==> config.mk <==
export PLATFORM = sky130hd
export DESIGN_NAME = sram_port_arbiter
export DESIGN_NICKNAME = d
export VERILOG_FILES = /design/src/rtl/sram_arb_pkg.sv /design/src/rtl/rr_arbiter2.sv /design/src/rtl/sram_port_arbiter.sv
export SDC_FILE = /design/constraint.sdc
export NUM_CORES = 1
export LEC_CHECK = 0
export CAP_MARGIN = 20
export CORE_AREA = 2 2 94 96
export DETAILED_ROUTE_END_ITERATION = 8
export DIE_AREA = 0 0 96 98
export PLACE_DENSITY = 0.82
export SETUP_SLACK_MARGIN = 0.05
export SYNTH_ARGS = -nofsm -noshare
export SYNTH_HDL_FRONTEND = slang
export SYNTH_SLANG_ARGS = --single-unit
export TNS_END_PERCENT = 5
==> constraint.sdc <==
create_clock -name clk -period 4.35 [get_ports clk]
set_input_delay 0.435 -clock clk [delete_from_list [all_inputs] [get_ports clk]]
set_output_delay 0.435 -clock clk [all_outputs]
set_load 0.01 [all_outputs]
==> src/rtl/sram_arb_pkg.sv <==
// ============================================================================
//  Module : sram_arb_pkg
//  Purpose: Shared types and default sizes for the two-port SRAM arbiter.
//           Holds the controller state encoding, the default field widths
//           and the idle (all-ones, nothing written) byte write-enable value.
//  Ports  : none (package)
//  Rev    : 1.0  initial release
// ============================================================================
`default_nettype none

package sram_arb_pkg;

  // Default geometry of the shared SRAM macro and burst length field.
  localparam int DEF_ADDR_W = 14;
  localparam int DEF_DATA_W = 32;
  localparam int DEF_STRB_W = DEF_DATA_W / 8;
  localparam int DEF_LEN_W  = 4;

  // Active-low byte write enables: all ones means no byte is written.
  localparam logic [DEF_STRB_W-1:0] WEB_IDLE = '1;

  // Controller states. RD_TAIL is the extra cycle that returns the data
  // of the final read address, since the SRAM answers one cycle late.
  typedef enum logic [1:0] {
    ST_IDLE    = 2'd0,
    ST_RD      = 2'd1,
    ST_RD_TAIL = 2'd2,
    ST_WR      = 2'd3
  } state_t;

endpackage

`default_nettype wire

==> src/rtl/rr_arbiter2.sv <==
// ============================================================================
//  Module : rr_arbiter2
//  Purpose: Two-way round-robin pick. A lone requester wins outright; on a
//           tie the port that did not win last time is chosen. The
//           last-grant register only advances when the pick is consumed.
//  Ports  : clk, rst       clock, asynchronous active-high reset
//           req[1:0]       request vector, bit i = port i
//           en             pick is consumed this cycle (update history)
//           grant[1:0]     one-hot grant (zero when nobody requests)
//           grant_idx      index of the granted port
//  Rev    : 1.0  initial release
// ============================================================================
`default_nettype none

module rr_arbiter2 (
  input  logic       clk,
  input  logic       rst,
  input  logic [1:0] req,
  input  logic       en,
  output logic [1:0] grant,
  output logic       grant_idx
);

  // Reset value 1 makes port 0 the winner of the very first tie.
  logic last_grant;

  always_comb begin
    grant_idx = 1'b0;
    grant     = 2'b00;
    case (req)
      2'b01:   grant_idx = 1'b0;
      2'b10:   grant_idx = 1'b1;
      2'b11:   grant_idx = ~last_grant;
      default: grant_idx = 1'b0;
    endcase
    if (req != 2'b00) begin
      grant = grant_idx ? 2'b10 : 2'b01;
    end
  end

  always_ff @(posedge clk or posedge rst) begin
    if (rst) begin
      last_grant <= 1'b1;
    end else if (en && (req != 2'b00)) begin
      last_grant <= grant_idx;
    end
  end

endmodule

`default_nettype wire

==> src/rtl/sram_port_arbiter.sv <==
// ============================================================================
//  Module : sram_port_arbiter
//  Purpose: Shares one synchronous SRAM macro between two burst requesters
//           (e.g. instruction fetch on port 0, data access on port 1).
//           Round-robin arbitration; a granted burst owns the SRAM until its
//           last beat completes.
//  Ports  : clk, rst                     clock, async active-high reset
//           req_valid/we/addr/len        per-port burst request
//           req_ready                    1-cycle acceptance pulse
//           wdata/wstrb/wvalid, wready   per-port write beat channel
//           rdata, rvalid, rlast         read return (rdata shared)
//           done                         end-of-burst pulse per port
//           sram_cs/oe/web/a/di, sram_do SRAM macro interface
//  Rev    : 1.0  initial release
// ============================================================================
`default_nettype none

module sram_port_arbiter
  import sram_arb_pkg::*;
#(
  parameter int ADDR_W = DEF_ADDR_W,
  parameter int DATA_W = DEF_DATA_W,
  parameter int STRB_W = DEF_STRB_W,
  parameter int LEN_W  = DEF_LEN_W
) (
  input  logic                  clk,
  input  logic                  rst,
  input  logic [1:0]            req_valid,
  input  logic [1:0]            req_we,
  input  logic [2*ADDR_W-1:0]   req_addr,
  input  logic [2*LEN_W-1:0]    req_len,
  output logic [1:0]            req_ready,
  input  logic [2*DATA_W-1:0]   wdata,
  input  logic [2*STRB_W-1:0]   wstrb,
  input  logic [1:0]            wvalid,
  output logic [1:0]            wready,
  output logic [DATA_W-1:0]     rdata,
  output logic [1:0]            rvalid,
  output logic [1:0]            rlast,
  output logic [1:0]            done,
  output logic                  sram_cs,
  output logic                  sram_oe,
  output logic [STRB_W-1:0]     sram_web,
  output logic [ADDR_W-1:0]     sram_a,
  output logic [DATA_W-1:0]     sram_di,
  input  logic [DATA_W-1:0]     sram_do
);

  localparam logic [STRB_W-1:0] WEB_OFF = {STRB_W{WEB_IDLE[0]}};

  state_t              state, state_nxt;
  logic                port, port_nxt;
  logic [ADDR_W-1:0]   base, base_nxt;
  logic [LEN_W-1:0]    len, len_nxt;
  logic [LEN_W-1:0]    cnt, cnt_nxt;

  logic                accept;
  logic [1:0]          grant;
  logic                grant_idx;
  logic [1:0]          port_oh;
  logic [ADDR_W-1:0]   beat_addr;
  logic                last_beat;

  // Requests are only looked at in IDLE, and never while reset is held,
  // so req_ready stays low during reset even with requests pending.
  assign accept = (state == ST_IDLE) && (req_valid != 2'b00) && !rst;

  rr_arbiter2 u_rr (
    .clk       (clk),
    .rst       (rst),
    .req       (req_valid),
    .en        (accept),
    .grant     (grant),
    .grant_idx (grant_idx)
  );

  assign port_oh   = port ? 2'b10 : 2'b01;
  // Word address wraps naturally at 2^ADDR_W.
  assign beat_addr = base + ADDR_W'(cnt);
  assign last_beat = (cnt == len);
  assign rdata     = sram_do;

  always_ff @(posedge clk or posedge rst) begin
    if (rst) begin
      state <= ST_IDLE;
      port  <= 1'b0;
      base  <= '0;
      len   <= '0;
      cnt   <= '0;
    end else begin
      state <= state_nxt;
      port  <= port_nxt;
      base  <= base_nxt;
      len   <= len_nxt;
      cnt   <= cnt_nxt;
    end
  end

  always_comb begin
    state_nxt = state;
    port_nxt  = port;
    base_nxt  = base;
    len_nxt   = len;
    cnt_nxt   = cnt;

    req_ready = 2'b00;
    wready    = 2'b00;
    rvalid    = 2'b00;
    rlast     = 2'b00;
    done      = 2'b00;
    sram_cs   = 1'b0;
    sram_oe   = 1'b0;
    sram_web  = WEB_OFF;
    sram_a    = '0;
    sram_di   = '0;

    case (state)
      ST_IDLE: begin
        if (accept) begin
          req_ready = grant;
          port_nxt  = grant_idx;
          base_nxt  = req_addr[grant_idx*ADDR_W +: ADDR_W];
          len_nxt   = req_len[grant_idx*LEN_W +: LEN_W];
          cnt_nxt   = '0;
          state_nxt = req_we[grant_idx] ? ST_WR : ST_RD;
        end
      end

      ST_RD: begin
        sram_cs = 1'b1;
        sram_oe = 1'b1;
        sram_a  = beat_addr;
        // Data for the previous address appears now; the first address
        // (cnt == 0) has nothing to return yet.
        if (cnt != '0) begin
          rvalid = port_oh;
        end
        if (last_beat) begin
          state_nxt = ST_RD_TAIL;
        end else begin
          cnt_nxt = cnt + 1'b1;
        end
      end

      ST_RD_TAIL: begin
        sram_oe   = 1'b1;
        rvalid    = port_oh;
        rlast     = port_oh;
        done      = port_oh;
        state_nxt = ST_IDLE;
      end

      ST_WR: begin
        if (wvalid[port]) begin
          wready   = port_oh;
          sram_cs  = 1'b1;
          sram_web = ~wstrb[port*STRB_W +: STRB_W];
          sram_a   = beat_addr;
          sram_di  = wdata[port*DATA_W +: DATA_W];
          if (last_beat) begin
            done      = port_oh;
            state_nxt = ST_IDLE;
          end else begin
            cnt_nxt = cnt + 1'b1;
          end
        end
      end

      default: begin
        state_nxt = ST_IDLE;
      end
    endcase
  end

endmodule

`default_nettype wire
; ---- Word level (Yosys, flattened, before mapping)
; Index checks and enable logic that the tools add are counted.
[totals]
ff_bits = 26
output_inout_bits = 94
wordCells = 76
[classes]
n_addsub = 2
mul = 1
order_cmp = 2
eq_ne = 10
n_shift = 4
mux = 37
bitwise_logic = 2
n_reduce_logical = 12
[op_table]
columns = cell, n
row1 = $mux 32, 2
row2 = $shiftx 64x7->32, 1
row3 = $mux 2, 16
row4 = $pmux 14 s2, 1
row5 = $shiftx 28x6->14, 1
row6 = $mux 4, 5
row7 = $shiftx 8x4->4, 2
row8 = $add 14x4->14, 1
row9 = $mux 14, 1
row10 = $pmux 4 s3, 1
row11 = $eq 2x2->1 const B, 4
row12 = $pmux 2 s2, 2
row13 = $pmux 2 s4, 1
row14 = $mux 1, 6
row15 = $ne 2x2->1 const B, 3
row16 = $add 4x1->4 const B, 1
row17 = $eq 4x4->1, 1
row18 = $lt 1x2->1 const B, 2
row19 = $mul 1x3->4 const B, 1
row20 = $not 4->4, 1
row21 = $pmux 1 s2, 2
row22 = $reduce_and 4->1, 1
row23 = $reduce_bool 4->1, 1
row24 = $logic_and 1x1->1, 3
row25 = 10 further kinds, 10

; ---- Longest topological paths before layout
[depth]
depth_word = 7
depth_mapped = 7

; ---- Hierarchy
; A second synthesis with hierarchy kept.
[hier_totals]
hier_cells = 334
area_unflattened_um2 = 2717.6
[modules_own_cells]
columns = mod, n_inst, cells_each, area_each_um2
row1 = sram_port_arbiter, 1, 326, 2650.0
row2 = rr_arbiter2, 1, 8, 67.6

; ---- Worst setup path after synthesis
; No wires, ideal clock.
[synth_timing]
path_kind = flip-flop to output port
start = reg cnt[0]
end = out sram_a[10]
arrival_ps = 1957
required_ps = 3915
path_slack_ps = 1958
stages_incl_launch_ff = 8
path_buffers = 0
path_cell_list = dfrtp_1 -> ha_1 -> inv_1 -> fa_1 -> nand2b_1 -> a21o_1 -> or3_1 -> a21oi_1
[synth_between]
elab_chain_len = 3
[synth_lines]
columns = item, line
row1 = start: declaration, sram_port_arbiter.sv:55  ; logic [LEN_W-1:0] cnt, cnt_nxt;
row2 = start signal: assignment, sram_port_arbiter.sv:95  ; cnt <= cnt_nxt;
row3 = $add 14x4->14 (*), sram_port_arbiter.sv:79  ; assign beat_addr = base + ADDR_W'(cnt);
row4 = $mux 14, sram_port_arbiter.sv:154  ; if (wvalid[port]) begin
row5 = $pmux 14 s2 (*), sram_port_arbiter.sv:117  ; case (state)
row6 = end: declaration, sram_port_arbiter.sv:44  ; output logic [ADDR_W-1:0] sram_a,
; Mark *: on every way between the ends. The rest lies on a longest branch, timed or not.

; ---- Final worst setup path
[layout_timing]
start = reg cnt[0]
end = out sram_a[12]
; The elaborated chain is that of the path after synthesis.

==> impl_metrics.env <==
export IMPL_outcome="finished, final reports clean"
export IMPL_grt_pass1_vias=2860
export IMPL_synthFlopType="dfrtp_1"
export IMPL_rsz0062_at_grt="no"
export IMPL_numCtsBuffers=3
export IMPL_core_um2=8470
export IMPL_synth_top_area_share_pct=23.8
export IMPL_setup_tns_ns=0
export IMPL_drive_gt1_share_pct=4.23
export IMPL_top_usage_layer="met2"
export IMPL_dieArea_um2=9410
export IMPL_fillers=758
export IMPL_relSlewSlack_pct=58.4
export IMPL_grt_met1_usage_pct=23.9
export IMPL_cts_hold_buffers=0
export IMPL_final_max_slew_violation_count=0
export IMPL_cap_viol_max_count=0
export IMPL_die_h_um=98
export IMPL_postCtsSetupRepairBufs=0
export IMPL_syn_inst=332
export IMPL_ys_seq_area_share_pct=24.8
export IMPL_ys_ff_latch=26
export IMPL_root_buffer="clkbuf_8"
export IMPL_vias_per_cell=5.01
export IMPL_async_flop_share_pct=100
export IMPL_fin_crit_sh_pct=76.3
export IMPL_path_clk_slew_ns=0.09
export IMPL_syn_area_um2=2630
export IMPL_hold_ws_ns=0.447
export IMPL_tightestPinTransition_ns=0.624
export IMPL_r2r_start="state[0]$_DFFE_PP0P_"
export IMPL_num_vias=2912
export IMPL_grtUsageTotal_pct=19.7
export IMPL_port_buffers=177
export IMPL_leakage_uw=0.00183
export IMPL_crit_fanout=6
export IMPL_htree_levels=1
export IMPL_period_minus_slack_ns=3.32
export IMPL_die_width_um=96
export IMPL_grt_overflow_total=0
export IMPL_grt_max_degree=43
export IMPL_row_count=34
export IMPL_power_density_nw_per_um2=484
export IMPL_ys_warn_count=0
export IMPL_mappedNetlistNets=491
export IMPL_firstDrtPassIters=4
export IMPL_reg2reg_depth=7
export IMPL_io_pins=242
export IMPL_nets=633
export IMPL_finalHoldViolCount=0
export IMPL_cp_data_arrival_time_ns=2.88
export IMPL_syn_to_final_growth_pct=66.2
export IMPL_synth_edff_count=0
export IMPL_dp_hpwl_um=8080
export IMPL_ant_nets=0
export IMPL_synth_common_cells="48 x nor2_1, 43 x nand2_1, 35 x mux2i_1"
export IMPL_setup_worst_path_start_class="register"
export IMPL_reg2reg_to="base[11]$_DFFE_PP0P_"
export IMPL_clock_fmax_mhz=301
export IMPL_min_path_type="primary input to async pin"
export IMPL_wire_per_inst_um=16.2
export IMPL_synth_area_leader_cell="dfrtp_1"
export IMPL_end_kind="primary output"
export IMPL_grtUsageMet2_pct=32.5
export IMPL_clock_sinks=26
export IMPL_skew_ns=0.00284
export IMPL_clk_insertion_delay_late_ns=0.27
export IMPL_routed_wl_um=9430
export IMPL_grt_pass1_wl_um=14400
export IMPL_cts_tree="yes"
export IMPL_cts_resized=0
export IMPL_synth_area_top_cells="dfrtp_1 24%, mux2i_1 13%, buf_4 9.1%"
export IMPL_diodes=0
export IMPL_synth_cell_type_count=48
export IMPL_peakVddDrop_v=0.000256
export IMPL_place_gp_congestion=0.839
export IMPL_cts_max_path_buffers=2
export IMPL_crit_type="register to primary output"
export IMPL_initial_core_util_pct=31.0
export IMPL_r2r_slack_ns=2.45
export IMPL_use_met3_pct=5.71
export IMPL_required_ns=3.91
export IMPL_setup_viol=0
export IMPL_remaining_drc_errors=0
export IMPL_antenna_found_initial=1
export IMPL_synth_avg_cell_area_um2=7.91
export IMPL_synth_most_common_cell="nor2_1"
export IMPL_drt_iter0_drc=152
==> worst max-delay path, stage by stage, from the launching register on <==
cell and delay (ns):
dfrtp_1 0.46, ha_1 0.20, inv_1 0.06, fa_1 0.41
nand2b_1 0.21, a21o_1 0.21, or3_1 0.34, a21oi_1 0.15
clkdlybuf4s50_1 0.56
==> report_power, final <==
| part | switching, µW | internal [µW] | total (µW) |
|---|---|---|---|
| combinational | 710 | 717 | 1430 |
| clock | 77.9 | 123 | 201 |
| sequential | 127 | 358 | 486 |
==> per-layer routing <==
layer,wire length (µm),vias to the layer above
li1,-,1395
met5,12,-
met2,4560,129
met3,832,40
met4,323,2
met1,3700,1346
==> worst max-delay path by stage <==
| stage | from | end | slack [ns] |
|---|---|---|---|
| 4_1_cts | cnt[0]$_DFFE_PP0P_ | sram_a[12] | 1.03 |
| 2_1_floorplan | cnt[0]$_DFFE_PP0P_ | sram_a[10] | 1.96 |
| 3_3_place_gp | cnt[0]$_DFFE_PP0P_ | sram_a[12] | 1.41 |
| 5_1_grt | cnt[0]$_DFFE_PP0P_ | sram_a[12] | 0.84 |
| 3_5_place_dp | cnt[0]$_DFFE_PP0P_ | sram_a[12] | 1.34 |
| 6_report | cnt[0]$_DFFE_PP0P_ | sram_a[12] | 1.03 |
==> registers in the layout (all words and copies together) (netlist names) <==
register	flops
port	1
u_rr.last_grant	1
state	2
cnt	4
len	4
base	14
==> metrics by stage <==
| step | utilization [%] | total power (µW) | std cells | worst slack (ns) | area (µm²) |
|---|---|---|---|---|---|
| 6_report | 51.6 | 2110 | 581 | 1.03 | 4370 |
| 2_1_floorplan | - | 1330 | 332 | 1.96 | 2630 |
| 5_1_grt | 51.6 | 2270 | 581 | 0.836 | 4370 |
| 4_1_cts | 51.3 | 2120 | 580 | 1.03 | 4340 |
| 3_5_place_dp | 50.4 | 1910 | 576 | 1.34 | 4270 |
| 3_3_place_gp | 50.4 | 1860 | 576 | 1.41 | 4270 |
==> layout by cell type (no fill, tap or decap), types with 3 or more instances in the layout <==
master           instances
a21o_1                   5
nor2b_1                  3
nand3_1                  6
ha_1                    10
or3_1                    5
dfrtp_1                 24
o21ai_0                  7
nand4_1                  4
xnor2_1                  7
clkbuf_8                 3
nor2_1                  48
clkdlybuf4s50_1        177
inv_1                   18
nand2b_1                 3
nand2_1                 43
a22oi_1                 19
buf_4                    5
and3_1                   3
a21oi_1                  8
mux2i_1                 35
mux2_2                   4
==> final cells by class <==
class	count	area (µm²)	area share, %
Clock buffer	3	41.3	0.945
Inverter	18	67.6	1.55
Multi-Input combinational cell	242	1600	36.7
Clock inverter	1	30.0	0.687
Sequential cell	26	653	15.0
Timing Repair Buffer	183	1840	42.1
Tap cell	108	135	3.09
==> logic make-up after synthesis <==
group	count (synthesis)	synth area share, %
AOI/OAI and AO/OA	59	15.9
buffers and inverters	64	14.1
xor gates and xnor gates	9	3.00
muxes	41	15.9
and+or+nand+nor	122	20.8
DFF	26	24.8
adders and majority gates	11	5.52
No activity file was read; power rests on OpenSTA's default activity.
